<file path="config.mk">
export PLATFORM = sky130hd
export DESIGN_NAME = xy_route_unit
export DESIGN_NICKNAME = d
export VERILOG_FILES = /design/src/rtl/xy_route_unit.sv
export SDC_FILE = /design/constraint.sdc
export NUM_CORES = 1
export LEC_CHECK = 0
export CORE_MARGIN = 3
export CORE_UTILIZATION = 42
export DETAILED_ROUTE_END_ITERATION = 10
export MAX_ROUTING_LAYER = met4
export PLACE_DENSITY = 0.79
export SKIP_CTS_REPAIR_TIMING = 1
export SLEW_MARGIN = 20
export SYNTH_ARGS = -nofsm -noshare
export SYNTH_HDL_FRONTEND = slang
export SYNTH_SLANG_ARGS = --single-unit
</file>
<file path="constraint.sdc">
create_clock -name clk -period 2.1 [get_ports clk]
set_input_delay 0.525 -clock clk [delete_from_list [all_inputs] [get_ports clk]]
set_output_delay 0.525 -clock clk [all_outputs]
set_load 0.02 [all_outputs]
</file>
<file path="src/rtl/xy_route_unit.sv">
// ---------------------------------------------------------------------------
// xy_route_unit
// Single-input XY routing stage for a wormhole NoC router. The head flit at
// the front of the upstream buffer is decoded for its destination, a one-hot
// output-port request is raised, and once the allocator grants it the whole
// packet is streamed out one flit per cycle. Flow is paced by the upstream
// buffer occupancy, the downstream on/off signal and the grant.
//
// Optional feature: define PKT_CNT_EN to add pkt_cnt_o, a 16-bit wrapping
// count of TAIL/HEADTAIL pops. With the macro undefined the port and counter
// do not exist.
//
// Handshake: a flit is transferred from the upstream buffer on every rising
// clk edge where buf_read_o=1; buf_read_o is only ever asserted while
// buf_empty_i=0, so a pop always removes a real flit. A forwarded flit is
// presented on flit_o with flit_valid_o=1 for exactly the cycle after its pop.
// ---------------------------------------------------------------------------
module xy_route_unit #(
    parameter int FLIT_W  = 32,
    parameter int COORD_W = 4,
    parameter int CUR_X   = 0,
    parameter int CUR_Y   = 0
) (
    input  logic              clk,
    input  logic              rst,
    input  logic [FLIT_W-1:0] flit_i,
    input  logic              buf_empty_i,
    output logic              buf_read_o,
    output logic [4:0]        out_req_o,
    input  logic              out_grant_i,
    input  logic              on_off_i,
    output logic [FLIT_W-1:0] flit_o,
    output logic              flit_valid_o,
    output logic              proto_err_o,
`ifdef PKT_CNT_EN
    output logic [15:0]       pkt_cnt_o,
`endif
    output logic [1:0]        dbg_state_o
);

    // Router position as COORD_W-wide unsigned values for the compare.
    localparam logic [COORD_W-1:0] LP_CUR_X = COORD_W'(CUR_X);
    localparam logic [COORD_W-1:0] LP_CUR_Y = COORD_W'(CUR_Y);

    // Flit type encodings in the two most significant bits.
    localparam logic [1:0] LP_HEAD     = 2'b00;
    localparam logic [1:0] LP_BODY     = 2'b01;
    localparam logic [1:0] LP_TAIL     = 2'b10;
    localparam logic [1:0] LP_HEADTAIL = 2'b11;

    // One-hot output port encodings.
    localparam logic [4:0] LP_PORT_L = 5'b00001;
    localparam logic [4:0] LP_PORT_N = 5'b00010;
    localparam logic [4:0] LP_PORT_E = 5'b00100;
    localparam logic [4:0] LP_PORT_S = 5'b01000;
    localparam logic [4:0] LP_PORT_W = 5'b10000;

    typedef enum logic [1:0] {
        ST_IDLE    = 2'd0,
        ST_REQUEST = 2'd1,
        ST_FORWARD = 2'd2
    } state_t;

    state_t               r_state;
    state_t               w_next_state;
    logic [4:0]           r_route;
    logic                 r_first;
    logic [FLIT_W-1:0]    r_flit;
    logic                 r_flit_valid;
    logic                 r_proto_err;

    logic [1:0]           w_type;
    logic [COORD_W-1:0]   w_dest_x;
    logic [COORD_W-1:0]   w_dest_y;
    logic                 w_starts_pkt;
    logic                 w_ends_pkt;
    logic                 w_is_head;
    logic [4:0]           w_route;
    logic                 w_pop;
    logic                 w_idle_pop;
    logic                 w_fwd_pop;
    logic                 w_latch_route;
    logic [4:0]           w_out_req;

    // Field decode of the flit at the head of the upstream buffer.
    always_comb begin
        w_type       = flit_i[FLIT_W-1 -: 2];
        w_dest_x     = flit_i[2*COORD_W-1 -: COORD_W];
        w_dest_y     = flit_i[COORD_W-1:0];
        w_starts_pkt = (w_type == LP_HEAD) || (w_type == LP_HEADTAIL);
        w_ends_pkt   = (w_type == LP_TAIL) || (w_type == LP_HEADTAIL);
        w_is_head    = (w_type == LP_HEAD);
    end

    // Dimension-ordered route: resolve X first, then Y, else deliver locally.
    always_comb begin
        w_route = LP_PORT_L;
        if (w_dest_x > LP_CUR_X) begin
            w_route = LP_PORT_E;
        end else if (w_dest_x < LP_CUR_X) begin
            w_route = LP_PORT_W;
        end else if (w_dest_y > LP_CUR_Y) begin
            w_route = LP_PORT_N;
        end else if (w_dest_y < LP_CUR_Y) begin
            w_route = LP_PORT_S;
        end
    end

    // State register; reset abandons any packet in flight.
    always_ff @(posedge clk or posedge rst) begin
        if (rst) begin
            r_state <= ST_IDLE;
        end else begin
            r_state <= w_next_state;
        end
    end

    // Next-state logic.
    always_comb begin
        w_next_state = r_state;
        case (r_state)
            ST_IDLE: begin
                if (!buf_empty_i && w_starts_pkt) begin
                    w_next_state = ST_REQUEST;
                end
            end
            ST_REQUEST: begin
                if (out_grant_i) begin
                    w_next_state = ST_FORWARD;
                end
            end
            ST_FORWARD: begin
                if (w_fwd_pop && w_ends_pkt) begin
                    w_next_state = ST_IDLE;
                end
            end
            default: begin
                w_next_state = ST_IDLE;
            end
        endcase
    end

    // Output/strobe logic: pop qualification and the held port request.
    always_comb begin
        w_idle_pop    = 1'b0;
        w_fwd_pop     = 1'b0;
        w_latch_route = 1'b0;
        w_out_req     = 5'b00000;
        case (r_state)
            ST_IDLE: begin
                // A stray BODY/TAIL at packet boundary is drained and dropped.
                w_idle_pop    = !rst && !buf_empty_i && !w_starts_pkt;
                w_latch_route = !buf_empty_i && w_starts_pkt;
            end
            ST_REQUEST: begin
                w_out_req = r_route;
            end
            ST_FORWARD: begin
                w_out_req = r_route;
                w_fwd_pop = !rst && !buf_empty_i && on_off_i && out_grant_i;
            end
            default: begin
                w_out_req = 5'b00000;
            end
        endcase
        w_pop = w_idle_pop || w_fwd_pop;
    end

    // Route is captured when a packet head is accepted in IDLE.
    always_ff @(posedge clk or posedge rst) begin
        if (rst) begin
            r_route <= 5'b00000;
        end else if (w_latch_route) begin
            r_route <= w_route;
        end
    end

    // Marks that the next FORWARD pop is the packet's own head flit.
    always_ff @(posedge clk or posedge rst) begin
        if (rst) begin
            r_first <= 1'b0;
        end else if (r_state == ST_REQUEST && out_grant_i) begin
            r_first <= 1'b1;
        end else if (w_fwd_pop) begin
            r_first <= 1'b0;
        end
    end

    // Output flit register: loads on each forwarded pop, holds otherwise.
    always_ff @(posedge clk or posedge rst) begin
        if (rst) begin
            r_flit       <= '0;
            r_flit_valid <= 1'b0;
        end else begin
            r_flit_valid <= w_fwd_pop;
            if (w_fwd_pop) begin
                r_flit <= flit_i;
            end
        end
    end

    // Sticky error: orphan BODY/TAIL in IDLE, or a second HEAD inside a packet.
    always_ff @(posedge clk or posedge rst) begin
        if (rst) begin
            r_proto_err <= 1'b0;
        end else if (w_idle_pop || (w_fwd_pop && w_is_head && !r_first)) begin
            r_proto_err <= 1'b1;
        end
    end

`ifdef PKT_CNT_EN
    logic [15:0] r_pkt_cnt;

    // Counts every popped packet terminator; wraps naturally at 16 bits.
    always_ff @(posedge clk or posedge rst) begin
        if (rst) begin
            r_pkt_cnt <= 16'd0;
        end else if (w_pop && w_ends_pkt) begin
            r_pkt_cnt <= r_pkt_cnt + 16'd1;
        end
    end

    assign pkt_cnt_o = r_pkt_cnt;
`endif

    assign buf_read_o   = w_pop;
    assign out_req_o    = w_out_req;
    assign flit_o       = r_flit;
    assign flit_valid_o = r_flit_valid;
    assign proto_err_o  = r_proto_err;
    assign dbg_state_o  = r_state;

endmodule

</file>
==> results summary <==
The run finished with clean final reports. IR analysis of the VDD net gives a maximum drop of 751 uV. The utilization of the core after routing came out at 72.5%.

The dominant cell type by area after synthesis is sky130_fd_sc_hd__dfrtp_1. The setup check on the worst reg-to-reg path leaves a slack of 0.46 ns. The final critical path time including I/O delays and setup came out at 2.03 ns. The chip width came out at 72.6 um.

The area growth from synthesis to layout is 61.1%. The repair_antennas step left the layout with diodes totalling 0. On the final layout, the worst clock skew is 0.00303 ns.

The critical path starts at out_grant_i. The clock tree from TritonCTS is yes. The initial cell density of the core is 45.0%. For this run, the number of Yosys warnings is 0. The synthesized design contains 40 register bits.

The end of the worst register-to-register path is flit_o[27]. In this run the worst path has a maximum fanout of 2. The count of nets left with antenna violations after detail routing came out at 0. The clock network latency to the later pin of the worst-skew pair is 0.29 ns.

The reported net switching power came out at 1.10 mW. The congestion estimate from routability-driven global placement came to 0.886. The net count of the finished layout is 271.

The via count of the first global-routing pass was 1,556. The number of standard cells after synthesis is 128. The maximum number of buffers from clock root to sink is 2. The layout has 300 filler cells. The initial antenna violation count is 0.

For this block, the routed nets add up to 4600 um of wire. The number of standard-cell rows in the floorplan is 23. The clock network fraction of total power came out at 19.6%. The share of power burned in combinational logic is 46.9%. Counting every sink on the clock net gives 40.

The number of clock buffers added by TritonCTS is 5. The die covers 5270 um^2. The placed wire-length estimate after detailed placement is 3440 um. The wire length of the first global-routing pass came out at 7450 um.

The slew of the pin with the lowest slew margin came out at 0.504 ns. The net switching share of the total power came out at 32.0%. In this run the tightest slew margin relative to its limit is 66.4%. STA classifies the critical path startpoint as an input pin. The static leakage power came out at 1.53 nW. The maximum number of pins on one net before global-route repair came out at 41. Input and output buffers added on the ports amount to 76.

After layout, the worst path uses 96.8% of the clock period. The number of max-slew violations in the final report came out at 0. The minimum setup slack after placement is -0.931 ns. The worst min-delay path category is flip-flop to flip-flop. The clock-pin slew of the registers on the worst-case setup and hold paths is 0.07 ns. The synthesized area came out at 1860 um^2. The first routing iteration left 47 violations. The worst path arrival time is 1.51 ns.

The hold-critical path depth came out at 2. The mean instance size in the synthesized netlist came out at 14.6 um^2. The share of Yosys cell area claimed by the top area cell type is 53.7%. Counting cells, the worst reg-to-reg path comes to 6. The power per cell area came out at 1140 nW/um^2. The achievable clock frequency came out at 0.492 GHz. The sequential share of power came out at 33.5%. The number of DRC violations after detailed routing is 0. The total number of H-tree levels came out at 2. In the final layout, the share of cells above drive strength 1 is 28.5%. For the worst setup path, the data required time is 1.57 ns.

The worst register-to-register path begins at dbg_state_o[0]. The number of primary I/O pins came out at 79. The total core area came out at 4140 um^2. In the routed layout, each cell is associated on average with a via count of 4.97. The proportion of synthesized chip area in sequential cells is 53.7%. The cell total after placement came out at 269.

The overall track demand over capacity in global routing came out at 19.0%. CTS placed an instance of sky130_fd_sc_hd__clkbuf_8 at the clock tree root. By area the synthesized netlist is led by sky130_fd_sc_hd__dfrtp_1 (54%), sky130_fd_sc_hd__mux2_4 (22%), sky130_fd_sc_hd__ha_1 (4.7%).

Once routing completed, OpenROAD measured the worst setup slack at 0.0672 ns. The remaining global-route overflow came out at 0. Setup violations remaining at the end of the flow were counted as 0. The number of search-and-repair iterations in the first detailed-routing pass came out at 6.

The routed layout has 1,382 vias. In this run the most critical hold path is launched from r_route[1]. The die is 72.6 um tall. The capturing element type of the critical path is an output port.

The final hold slack is 0.468 ns. The final standard cell count with taps included and fillers excluded came out at 278. The total negative slack for setup checks is 0 ns. The critical path is of the input pin to output port type. The final count of hold timing violations came out at 0. The average wire per cell in the routed design is 16.5 um. The internal power is 2.34 mW. The worst hold path terminates at r_route[1]. The number of max-capacitance violations reported is 0. In this run, distinct cell masters in the synthesized netlist total 29.
-- stage by stage --
step                power, mW  area [um^2]
floorplan                1.94         1870
global placement         2.67         2810
detailed placement       2.73         2810
CTS                      3.42         2940
global route             3.61         3000
finish                   3.44         3000
-- state kept, by name, indices dropped and copies added, names as in the netlist --
register      cells
dbg_state_o       2
flit_o           32
flit_valid_o      1
proto_err_o       1
r_first           1
r_route           3
-- synthesized netlist by cell type --
| library cell | count |
|---|---|
| sky130_fd_sc_hd__mux2_1 | 5 |
| sky130_fd_sc_hd__nor3b_1 | 1 |
| sky130_fd_sc_hd__or3b_1 | 1 |
| sky130_fd_sc_hd__inv_2 | 1 |
| sky130_fd_sc_hd__nand2_2 | 1 |
| sky130_fd_sc_hd__or4_1 | 1 |
| sky130_fd_sc_hd__ha_1 | 7 |
| sky130_fd_sc_hd__a22o_1 | 1 |
| sky130_fd_sc_hd__a21o_1 | 1 |
| sky130_fd_sc_hd__o211ai_1 | 4 |
| sky130_fd_sc_hd__nand2_1 | 4 |
| sky130_fd_sc_hd__nand2b_1 | 2 |
| sky130_fd_sc_hd__inv_1 | 5 |
| sky130_fd_sc_hd__nand3_1 | 3 |
| sky130_fd_sc_hd__buf_6 | 3 |
| sky130_fd_sc_hd__nor4bb_1 | 1 |
| sky130_fd_sc_hd__nand4bb_1 | 1 |
| sky130_fd_sc_hd__conb_1 | 1 |
| sky130_fd_sc_hd__dfrtp_1 | 40 |
| sky130_fd_sc_hd__and2_1 | 3 |
| sky130_fd_sc_hd__nor4_1 | 1 |
| sky130_fd_sc_hd__o21ai_1 | 2 |
| sky130_fd_sc_hd__o21ai_0 | 3 |
| sky130_fd_sc_hd__and4bb_1 | 1 |
| sky130_fd_sc_hd__buf_4 | 2 |
| sky130_fd_sc_hd__o21a_1 | 3 |
| sky130_fd_sc_hd__mux2_4 | 27 |
| sky130_fd_sc_hd__nor2b_1 | 1 |
| sky130_fd_sc_hd__nor2_1 | 2 |
-- worst max-delay path by stage --
| stage | end | cells past startpoint |
|---|---|---|
| after floorplan | buf_read_o | 4 |
| after global placement | buf_read_o | 6 |
| after detailed placement | buf_read_o | 6 |
| after CTS | buf_read_o | 6 |
| after global routing | buf_read_o | 5 |
| final | buf_read_o | 4 |
-- power by group through the flow --
stage,logic [mW],clock network (mW),registers [mW]
after CTS,1.59,0.690,1.15
after detailed placement,1.57,0,1.15
after global routing,1.70,0.727,1.18
final,1.61,0.675,1.15
after global placement,1.53,0,1.14
after floorplan,0.518,0,1.42
-- cell type report --
cell class                 count  area [um^2]  share of cell area, %
multi-input combinational     78          836                   27.8
clock buffer                   7         96.3                   3.21
inverter                       6         22.5                  0.750
sequential                    40         1000                   33.3
clock inverter                 1         30.0                   1.00
timing repair buffer          96          955                   31.8
tap                           50         62.6                   2.08
-- cell families (layout without fill, tap and decap cells) --
logic type | Yosys count | count (layout) | share of synthesized area, %
and+or+nand+nor | 23 | 23 | 7.79
adders and majority gates | 7 | 7 | 4.70
other | 1 | 2 | 0.201
muxes | 32 | 32 | 24.8
buffers and inverters | 11 | 110 | 3.83
AOI/OAI and AO/OA | 14 | 14 | 5.03
DFF | 40 | 40 | 53.7
-- worst max-delay path: stages --
cell and delay, ns:
sky130_fd_sc_hd__clkdlybuf4s50_1 0.43, sky130_fd_sc_hd__and4bb_1 0.23, sky130_fd_sc_hd__a21o_1 0.20, sky130_fd_sc_hd__buf_6 0.13
-- per-layer routing --
metal  vias to the layer above  share of wire (%)  GRT usage [%]
li1                        644                  -              -
met1                       676                 41           22.6
met2                        54                 52           29.9
met3                         8                6.0           6.34
met4                         0                1.2           7.38
met5                         -                  0              -
-- cell usage in the layout (no fill, tap or decap), drive strengths merged, types with 2 or more instances in the layout --
cell	count
mux2	32
conb	2
dfrtp	40
buf	21
inv	6
o21ai	5
ha	7
dlymetal6s2s	7
nand2b	2
nand2	5
o21a	3
nor2	2
clkdlybuf4s50	68
and2	3
nand3	3
o211ai	4
clkbuf	7
Power figures use the tool's default switching activity.
